--- config.mk ---
export PLATFORM = sky130hd
export DESIGN_NAME = seg_display_sched
export DESIGN_NICKNAME = d
export VERILOG_FILES = /design/src/rtl/seg_display_sched_pkg.sv /design/src/rtl/seg_display_sched_rr_arbiter.sv /design/src/rtl/seg_display_sched.sv
export SDC_FILE = /design/constraint.sdc
export NUM_CORES = 1
export LEC_CHECK = 0
export ABC_AREA = 1
export CAP_MARGIN = 20
export CORE_MARGIN = 5
export CORE_UTILIZATION = 60
export CTS_CLUSTER_SIZE = 12
export DETAILED_ROUTE_END_ITERATION = 10
export PLACE_DENSITY = 0.85
export SETUP_SLACK_MARGIN = 0.02
export SLEW_MARGIN = 30
export SYNTH_ARGS = -nofsm -noshare
export SYNTH_HDL_FRONTEND = slang
export SYNTH_SLANG_ARGS = --single-unit
--- constraint.sdc ---
create_clock -name clk -period 7 [get_ports clk]
set_input_delay 1.4 -clock clk [delete_from_list [all_inputs] [get_ports clk]]
set_output_delay 1.4 -clock clk [all_outputs]
set_load 0.01 [all_outputs]
--- src/rtl/seg_display_sched_pkg.sv ---
// Shared definitions for the seven-segment display scheduler:
// scheduler state encodings and the source-index width helper.
package seg_display_sched_pkg;

   // Scheduler states; ST_BLANK is only reachable when SEG_SCHED_BLANK_EN is defined.
   typedef enum logic [1:0] {
      ST_IDLE  = 2'd0,
      ST_SHOW  = 2'd1,
      ST_BLANK = 2'd2
   } sched_state_e;

   // Width of a source index; never less than one bit.
   function automatic int src_idx_w(input int n);
      if (n > 1) begin
         return $clog2(n);
      end else begin
         return 1;
      end
   endfunction

endpackage

--- src/rtl/seg_display_sched_rr_arbiter.sv ---
// Combinational round-robin arbiter. Searches from ptr_i upwards (modulo N),
// skipping the source flagged in low_i; that source wins only when nobody
// else requests.
module rr_arbiter
   import seg_display_sched_pkg::*;
#(
   parameter int N  = 4,
   parameter int IW = src_idx_w(N)
) (
   input  logic [N-1:0]  req_i,
   input  logic [IW-1:0] ptr_i,
   input  logic [N-1:0]  low_i,
   output logic [N-1:0]  gnt_o,
   output logic [IW-1:0] idx_o,
   output logic          any_o
);

   logic [IW:0]   sum_s;
   logic [IW-1:0] cand_s;
   logic          found_s;

   // Priority search: normal sources in RR order, then the low-priority one.
   always_comb begin
      gnt_o   = {N{1'b0}};
      idx_o   = {IW{1'b0}};
      found_s = 1'b0;
      sum_s   = {(IW+1){1'b0}};
      cand_s  = {IW{1'b0}};
      for (int off = 0; off < N; off++) begin
         sum_s = {1'b0, ptr_i} + (IW+1)'(off);
         if (sum_s >= (IW+1)'(N)) begin
            cand_s = IW'(sum_s - (IW+1)'(N));
         end else begin
            cand_s = IW'(sum_s);
         end
         for (int i = 0; i < N; i++) begin
            if (!found_s && req_i[i] && !low_i[i] && (cand_s == IW'(i))) begin
               gnt_o[i] = 1'b1;
               idx_o    = IW'(i);
               found_s  = 1'b1;
            end else begin
               found_s  = found_s;
            end
         end
      end
      for (int i = 0; i < N; i++) begin
         if (!found_s && req_i[i] && low_i[i]) begin
            gnt_o[i] = 1'b1;
            idx_o    = IW'(i);
            found_s  = 1'b1;
         end else begin
            found_s  = found_s;
         end
      end
      any_o = found_s;
   end

endmodule

--- src/rtl/seg_display_sched.sv ---
// Round-robin time-multiplexing scheduler for a two-digit hex display.
// Each grant is held for HOLD_CYCLES; the owner may refresh its value
// in place. Optional macro SEG_SCHED_BLANK_EN inserts a dark gap of
// BLANK_CYCLES whenever the owner changes.
module seg_display_sched
   import seg_display_sched_pkg::*;
#(
   parameter int NUM_SRC      = 4,
   parameter int HOLD_CYCLES  = 25000000,
   parameter int BLANK_CYCLES = 250000
) (
   input  logic                          clk,
   input  logic                          rst,
   input  logic [NUM_SRC-1:0]            req_valid,
   input  logic [NUM_SRC*8-1:0]          req_value,
   output logic [NUM_SRC-1:0]            req_ready,
   output logic [7:0]                    value,
   output logic [src_idx_w(NUM_SRC)-1:0] owner,
   output logic                          busy,
   output logic                          blank
);

   localparam int            IW        = src_idx_w(NUM_SRC);
   localparam int            CW        = $clog2(HOLD_CYCLES + 1);
   localparam logic [CW-1:0] HOLD_LAST = CW'(HOLD_CYCLES - 1);
   localparam logic [IW-1:0] LAST_SRC  = IW'(NUM_SRC - 1);

   sched_state_e         state_q, state_d;
   logic [CW-1:0]        cnt_q, cnt_d;
   logic [IW-1:0]        rr_q, rr_d;
   logic [IW-1:0]        owner_q, owner_d;
   logic [7:0]           value_q, value_d;
   logic                 busy_q;
   logic [NUM_SRC-1:0]   ready_s;
   logic [NUM_SRC-1:0]   low_s;
   logic [NUM_SRC-1:0]   gnt_s;
   logic [IW-1:0]        idx_s;
   logic                 any_s;
   logic [IW-1:0]        next_rr_s;

`ifdef SEG_SCHED_BLANK_EN
   localparam int            BW         = $clog2(BLANK_CYCLES + 1);
   localparam logic [BW-1:0] BLANK_LAST = BW'(BLANK_CYCLES - 1);
   logic [BW-1:0]        bcnt_q, bcnt_d;
   logic                 blank_q;
`endif

   rr_arbiter #(
      .N  (NUM_SRC),
      .IW (IW)
   ) u_arb (
      .req_i (req_valid),
      .ptr_i (rr_q),
      .low_i (low_s),
      .gnt_o (gnt_s),
      .idx_o (idx_s),
      .any_o (any_s)
   );

   // While showing, the current owner is demoted to lowest priority at expiry.
   always_comb begin
      low_s = {NUM_SRC{1'b0}};
      for (int i = 0; i < NUM_SRC; i++) begin
         if ((state_q == ST_SHOW) && (owner_q == IW'(i))) begin
            low_s[i] = 1'b1;
         end else begin
            low_s[i] = 1'b0;
         end
      end
   end

   // Pointer value following a grant to the arbiter winner (wraps at NUM_SRC).
   always_comb begin
      if (idx_s == LAST_SRC) begin
         next_rr_s = {IW{1'b0}};
      end else begin
         next_rr_s = idx_s + IW'(1);
      end
   end

   // Next-state, handshake and display-content logic.
   always_comb begin
      state_d = state_q;
      cnt_d   = cnt_q;
      rr_d    = rr_q;
      owner_d = owner_q;
      value_d = value_q;
      ready_s = {NUM_SRC{1'b0}};
`ifdef SEG_SCHED_BLANK_EN
      bcnt_d  = bcnt_q;
`endif
      case (state_q)
         ST_IDLE: begin
            if (any_s) begin
               ready_s = gnt_s;
               value_d = req_value[{idx_s, 3'b000} +: 8];
               owner_d = idx_s;
               rr_d    = next_rr_s;
               cnt_d   = {CW{1'b0}};
               state_d = ST_SHOW;
            end else begin
               state_d = ST_IDLE;
            end
         end
         ST_SHOW: begin
            if (cnt_q < HOLD_LAST) begin
               // Mid-dwell: only the owner may refresh; count keeps running.
               cnt_d = cnt_q + CW'(1);
               if (req_valid[owner_q]) begin
                  ready_s[owner_q] = 1'b1;
                  value_d          = req_value[{owner_q, 3'b000} +: 8];
               end else begin
                  value_d          = value_q;
               end
            end else if (!any_s) begin
               cnt_d   = {CW{1'b0}};
               state_d = ST_IDLE;
`ifdef SEG_SCHED_BLANK_EN
            end else if (idx_s != owner_q) begin
               cnt_d   = {CW{1'b0}};
               bcnt_d  = {BW{1'b0}};
               state_d = ST_BLANK;
`endif
            end else begin
               ready_s = gnt_s;
               value_d = req_value[{idx_s, 3'b000} +: 8];
               owner_d = idx_s;
               rr_d    = next_rr_s;
               cnt_d   = {CW{1'b0}};
               state_d = ST_SHOW;
            end
         end
`ifdef SEG_SCHED_BLANK_EN
         ST_BLANK: begin
            if (bcnt_q < BLANK_LAST) begin
               bcnt_d = bcnt_q + BW'(1);
            end else if (any_s) begin
               ready_s = gnt_s;
               value_d = req_value[{idx_s, 3'b000} +: 8];
               owner_d = idx_s;
               rr_d    = next_rr_s;
               cnt_d   = {CW{1'b0}};
               state_d = ST_SHOW;
            end else begin
               state_d = ST_IDLE;
            end
         end
`endif
         default: begin
            state_d = ST_IDLE;
         end
      endcase
   end

   // State and registered outputs; reset discards any in-flight handshake.
   always_ff @(posedge clk or posedge rst) begin
      if (rst) begin
         state_q <= ST_IDLE;
         cnt_q   <= {CW{1'b0}};
         rr_q    <= {IW{1'b0}};
         owner_q <= {IW{1'b0}};
         value_q <= 8'h00;
         busy_q  <= 1'b0;
`ifdef SEG_SCHED_BLANK_EN
         bcnt_q  <= {BW{1'b0}};
         blank_q <= 1'b0;
`endif
      end else begin
         state_q <= state_d;
         cnt_q   <= cnt_d;
         rr_q    <= rr_d;
         owner_q <= owner_d;
         value_q <= value_d;
         busy_q  <= (state_d != ST_IDLE);
`ifdef SEG_SCHED_BLANK_EN
         bcnt_q  <= bcnt_d;
         blank_q <= (state_d == ST_BLANK);
`endif
      end
   end

   assign req_ready = ready_s & {NUM_SRC{~rst}};
   assign value     = value_q;
   assign owner     = owner_q;
   assign busy      = busy_q;
`ifdef SEG_SCHED_BLANK_EN
   assign blank     = blank_q;
`else
   assign blank     = 1'b0;
`endif

endmodule
==> results of run 1 <==
==> cells in the mapped netlist (all sizes together) (4+ instances only) <==
cell type  number  area [µm²]
a21oi          15        75.1
nand2         105         460
a221oi          7        61.3
nand4          19         168
clkbuf          4        15.0
buf             6        60.1
xor2           15         131
nand3          73         380
o21ai          34         170
nor3           15        80.1
o22ai          11        68.8
o31ai          11        82.6
nor4           10        62.6
dfrtp          40        1000
nor2           55         258
inv           115         432
==> layer usage <==
| metal | part of all wire | wire length (µm) | track usage | up-vias |
|---|---|---|---|---|
| li1 | - | - | - | 1922 |
| met1 | 0.42 | 4540 | 0.392 | 1848 |
| met2 | 0.46 | 4920 | 0.449 | 215 |
| met3 | 0.088 | 944 | 0.0677 | 36 |
| met4 | 0.029 | 309 | 0.0990 | 0 |
| met5 | 0 | 0 | 0 | - |
==> cell families (layout without fill, tap and decap cells) <==
logic type	Yosys count	in the layout	share of synthesized area
flops	40	40	0.277
xor+xnor	16	16	0.0388
fa+ha+maj	1	1	0.00347
buf+inv	126	177	0.142
simple gates	278	278	0.393
other cells	1	2	0.00104
compound gates	86	86	0.145
==> registers in the layout, indices dropped and copies added, names as in the netlist <==
signal   count
busy         1
cnt_q       25
owner        2
rr_q         2
state_q      2
value        8
==> how the worst max path moves through the flow <==
stage | from | to | slack [ns] | cells after the start
after floorplan | req_valid[3] | req_ready[2] | 2.44 | 17
final | req_valid[1] | req_ready[2] | 0.86 | 18
after global placement | req_valid[1] | req_ready[2] | 1.05 | 18
after CTS | req_valid[1] | req_ready[2] | 0.90 | 18
after detailed placement | req_valid[1] | req_ready[2] | 0.92 | 18
after global routing | req_valid[1] | req_ready[2] | 0.57 | 18
==> critical path, stage by stage <==
cell and delay [ns]:
clkdlybuf4s50_1 0.60, inv_1 0.18, nor2_1 0.25, nand2_1 0.16, nand4_1 0.15, nor2_1 0.08, nor3_1 0.17, nand2_1 0.07
nor2_1 0.08, o21ai_1 0.07, nor2_1 0.12, nand2_1 0.07, inv_2 0.28, nand2_8 0.18, nor2_1 0.18, o21ai_1 0.09
inv_1 0.07, clkdlybuf4s50_1 0.53
==> cell type report <==
cell class | count | area share
timing repair buffer | 53 | 0.124
clock buffer | 7 | 0.0180
multi-input combinational | 383 | 0.495
tap | 75 | 0.0221
sequential | 40 | 0.236
inverter | 116 | 0.103
clock inverter | 1 | 0.00206
==> where the power goes <==
group / internal (mW) / total [mW] / switching (mW)
registers: 0.270 / 0.312 / 0.0418
clock network: 0.0713 / 0.154 / 0.0831
logic: 0.299 / 0.845 / 0.546
total: 0.641 / 1.31 / 0.671
==> run_results.csv, run 1 <==
group,metric,value,unit
run_status,run_status,"complete, no violations",
grt,grt_max_degree,43,
worst_setup_path,rr_worst_depth,16,
worst_setup_path,r2r-end,"value[1]$_DFFE_PP0P_",
floorplanning,fp.dieH,87.6,µm
sta,fmax,163,MHz
placed_design,numPortBuffers,52,
detailed_routing,firstDrtPassIters,7,
hold_path,hold_depth,2,
finish,fill_cells,501,
detailed_routing,viasPerCell,5.96,
grt,grt_antenna_before_repair,0,
floorplanning,initial_core_util,0.613,
worst_setup_path,worstSetupPathType,"input port to output port",
detailed_routing,wl_per_cell,15.9,µm
flow_run,maxCapViolCount,0,
hold_path,hp-start,"value[5]$_DFFE_PP0P_",
worst_setup_path,critPathLaunchType,"input port",
floorplanning,die_area,7670,µm²
detailed_routing,drtIter0Drc,399,
clock_network,cts_hold_buf,0,
sta,period_minus_slack,6.14,ns
hold_path,hp-class,"flip-flop to flip-flop",
clock_network,clock_sinks,40,
logic_synthesis,synthCells,548,
finish,multi_input_area,2100,µm²
clock_network,cts-htree-levels,2,
sta,setup_violations,0,
placed_design,dp.cells,667,
sta,setup_slack,0.860,ns
logic_synthesis,synth-seq-area-share,0.277,
sta,tightestPinTransition,0.916,ns
clock_network,cts_resized,0,
sta,period_share,0.877,
clock_network,clk_latency,0.29,ns
floorplanning,core,5890,µm²
clock_network,cts_inserted_buffers,5,
sta,hold_ws,0.507,ns
worst_setup_path,reg2reg_slack,3.12,ns
finish,final_util,0.721,
clock_network,post_cts.repair.setup_buffers,0,
worst_setup_path,cp.required,5.60,ns
worst_setup_path,reg2reg_from,"cnt_q[14]$_DFFE_PP0P_",
power_and_ir_drop,ir_drop,0.000218,V
detailed_routing,ant_nets,0,
detailed_routing,drc,0,
logic_synthesis,async_reset_ff_frac,1.00,
worst_setup_path,cp-end-kind,"output port",
finish,layout_common_cells,"inv_1 (106), nand2_1 (86), nand3_1 (70), clkdlybuf4s50_1 (52), nor2_1 (46)",
sta,slew_headroom,0.387,
logic_synthesis,syn-cell-area,3610,µm²
logic_synthesis,synthFlopType,"dfrtp_1",
placed_design,gp_congestion,1.01,
worst_setup_path,path_max_fanout,19,
sta,hold_violations,0,
clock_network,cts_root_buffer,"clkbuf_8",
finish,drive_gt1_frac,0.0900,
logic_synthesis,avgSynthCellArea,6.58,µm²
placed_design,pre_cts_ws,0.917,ns
finish,mostFrequentLayoutCell,"inv_1",
floorplanning,ios,54,
detailed_routing,wl,10700,µm
logic_synthesis,yosys_warnings,0,
sta,finClkSkew,0.00464,ns
grt,grt_pass1_vias,3680,
floorplanning,rows,28,
clock_network,cts_tree,"yes",
logic_synthesis,ys_seq_elements,40,
worst_setup_path,arrival,4.74,ns
finish,nNetsFinal,638,
grt,grt_usage,0.288,
clock_network,cts.clk_slew.worst_paths,0.08,ns
power_and_ir_drop,finalPower,1.31,mW
sta,finalMaxSlewViolations,0,
finish,antenna_cells,0,
logic_synthesis,ys_types,44,
power_and_ir_drop,p_leak,1.94,nW
sta,rsz0062_at_grt,"no",
logic_synthesis,synth-edff-count,0,
finish,final_area,4240,µm²
clock_network,clk_path_buf_depth,2,
hold_path,min_to,"value[5]$_DFFE_PP0P_",
sta,tns,0,ns
placed_design,dp_hpwl,8330,µm
finish,instances_no_fill,675,
finish,regArea,1000,µm²
power_and_ir_drop,power_density,309,nW/µm²
grt,grt_overflow,0,
finish,areaGrowthSynthToFinish,17.6,%
floorplanning,die_w,87.6,µm
placed_design,place_area,4160,µm²
detailed_routing,vias,4021,
grt,grt_pass1_wl,17400,µm
No activity file was read; power rests on OpenSTA's default activity.
==> run 2: changes to the inputs <==
--- a/config.mk
+++ b/config.mk
@@ -7,11 +7,11 @@
 export LEC_CHECK = 0
 export ABC_AREA = 1
 export CAP_MARGIN = 20
-export CORE_MARGIN = 5
-export CORE_UTILIZATION = 60
+export CORE_MARGIN = 3
+export CORE_UTILIZATION = 55
 export CTS_CLUSTER_SIZE = 12
 export DETAILED_ROUTE_END_ITERATION = 10
-export PLACE_DENSITY = 0.85
+export PLACE_DENSITY = 0.79
 export SETUP_SLACK_MARGIN = 0.02
 export SLEW_MARGIN = 30
 export SYNTH_ARGS = -nofsm -noshare
==> run 2 against run 1 <==
Against the previous run: clock skew grew 0.0081 ns; clock power grew 32%; design area grew 1.0%; critical endpoint unchanged.
==> run_results.csv, run 2 (synthesized netlist as in run 1, its figures left out) <==
group,metric,value,unit
run_status,run_status,"complete, no violations",
placed_design,dp_hpwl,8340,µm
floorplanning,die_area,7570,µm²
detailed_routing,ant_nets,0,
grt,grt_antenna_before_repair,0,
detailed_routing,wl,10600,µm
clock_network,clock_sinks,40,
sta,period_minus_slack,6.11,ns
floorplanning,fp.dieH,87,µm
floorplanning,ios,54,
sta,tns,0,ns
power_and_ir_drop,ir_drop,0.000219,V
grt,grt_pass1_vias,3873,
detailed_routing,wl_met2,4690,µm
placed_design,numPortBuffers,52,
worst_setup_path,path_max_fanout,19,
finish,nNetsFinal,639,
clock_network,cts-htree-levels,2,
grt,grt_usage,0.294,
finish,largest_reg_flops,25,
finish,areaGrowthSynthToFinish,18.8,%
worst_setup_path,arrival,4.71,ns
detailed_routing,viasPerCell,5.94,
sta,tightestPinTransition,0.834,ns
finish,antenna_cells,0,
placed_design,place_area,4170,µm²
sta,slew_headroom,0.442,
clock_network,cts_tree,"yes",
power_and_ir_drop,p_leak,1.97,nW
grt,grt_pass1_wl,17800,µm
detailed_routing,wl_per_cell,15.7,µm
finish,multi_input_area,2100,µm²
worst_setup_path,critPathLaunchType,"input port",
sta,rsz0062_at_grt,"no",
floorplanning,initial_core_util,0.589,
detailed_routing,routed.top_layer,"met4",
finish,drive_gt1_frac,0.0948,
worst_setup_path,worstSetupPathType,"input port to output port",
clock_network,post_cts.repair.setup_buffers,0,
finish,regMostFlops,"cnt_q",
floorplanning,rows,28,
floorplanning,die_w,87,µm
grt,grt_overflow,0,
floorplanning,core,6130,µm²
clock_network,cts_hold_buf,0,
sta,fmax,164,MHz
placed_design,gp_congestion,1.02,
worst_setup_path,cp.required,5.60,ns
finish,final_area,4290,µm²
finish,regArea,1000,µm²
sta,period_share,0.873,
sta,setup_violations,0,
clock_network,clk_latency,0.30,ns
power_and_ir_drop,power_density,311,nW/µm²
sta,hold_violations,0,
clock_network,cts.clk_slew.worst_paths,0.07,ns
grt,grt_max_degree,41,
placed_design,dp.cells,668,
clock_network,cts_inserted_buffers,5,
sta,finalMaxSlewViolations,0,
detailed_routing,drtIter0Drc,368,
detailed_routing,firstDrtPassIters,5,
worst_setup_path,cp-end-kind,"output port",
clock_network,cts_resized,0,
hold_path,hp-class,"flip-flop to flip-flop",
finish,instances_no_fill,676,
detailed_routing,vias,4018,
sta,finClkSkew,0.0127,ns
detailed_routing,drt-met1-wl,4610,µm
detailed_routing,wl_met3,1120,µm
finish,fill_cells,527,
finish,mostFrequentLayoutCell,"inv_1",
clock_network,cts_root_buffer,"clkbuf_8",
clock_network,clk_path_buf_depth,2,
detailed_routing,drc,0,
finish,layout_common_cells,"inv_1 (106), nand2_1 (86), nand3_1 (70), clkdlybuf4s50_1 (52), nor2_1 (46)",
flow_run,maxCapViolCount,0,
-- run 2: cell count changes in the layout (fill, tap and decap cells not counted) --
cell	delta
clkbuf_1	-2
buf_4	+1
bufinv_16	+1
clkbuf_8	+1
-- run 2: path summary, 6_finish.rpt --
check,start,to,slack [ns],depth (start not counted)
hold / removal,value[5]$_DFFE_PP0P_,value[5]$_DFFE_PP0P_,0.51,2
setup / recovery,req_valid[1],req_ready[2],0.89,18
hold reg to reg,value[5]$_DFFE_PP0P_,value[5]$_DFFE_PP0P_,0.51,2
max in group asynchronous,rst,value[0]$_DFFE_PP0P_,4.97,3
setup reg to reg,cnt_q[5]$_DFFE_PP0P_,value[0]$_DFFE_PP0P_,3.68,17
min in group asynchronous,rst,cnt_q[11]$_DFFE_PP0P_,1.67,3
-- run 2: layout make-up --
cell class,instances,share of cell area
timing repair buffer,54,0.125
tap,75,0.0219
sequential,40,0.233
inverter,116,0.102
clock buffer,6,0.0193
clock inverter,2,0.00905
multi-input combinational,383,0.490
-- run 2: where the power goes --
group | internal [mW] | switching [mW]
Sequential | 0.271 | 0.0402
Combinational | 0.300 | 0.521
Clock | 0.117 | 0.0864
Total | 0.687 | 0.648
-- run 2: stage by stage --
step,utilization,setup slack [ns],hold WS (ns),power [mW]
6_report,0.699,0.891,0.514,1.33
4_1_cts,0.699,0.952,0.517,1.32
3_3_place_gp,0.680,1.09,0.487,1.11
2_1_floorplan,-,2.44,0.510,0.909
5_1_grt,0.699,0.546,0.533,1.45
3_5_place_dp,0.680,0.962,0.495,1.12
-- run 2: critical path, cell delays in order --
cell and delay, ns:
clkdlybuf4s50_1 0.56, inv_1 0.17, nor2_1 0.25, nand2_1 0.16
nand4_1 0.16, nor2_1 0.08, nor3_1 0.20, nand2_1 0.09
nor2_1 0.08, o21ai_1 0.07, nor2_1 0.13, nand2_1 0.08
inv_2 0.27, nand2_8 0.17, nor2_1 0.19, o21ai_1 0.08
inv_1 0.05, clkdlybuf4s50_1 0.52
-- run 2: layer usage --
metal  track usage  up-vias
li1              -     1928
met1         0.416     1819
met2         0.445      247
met3        0.0719       24
met4        0.0864        0
met5             0        -
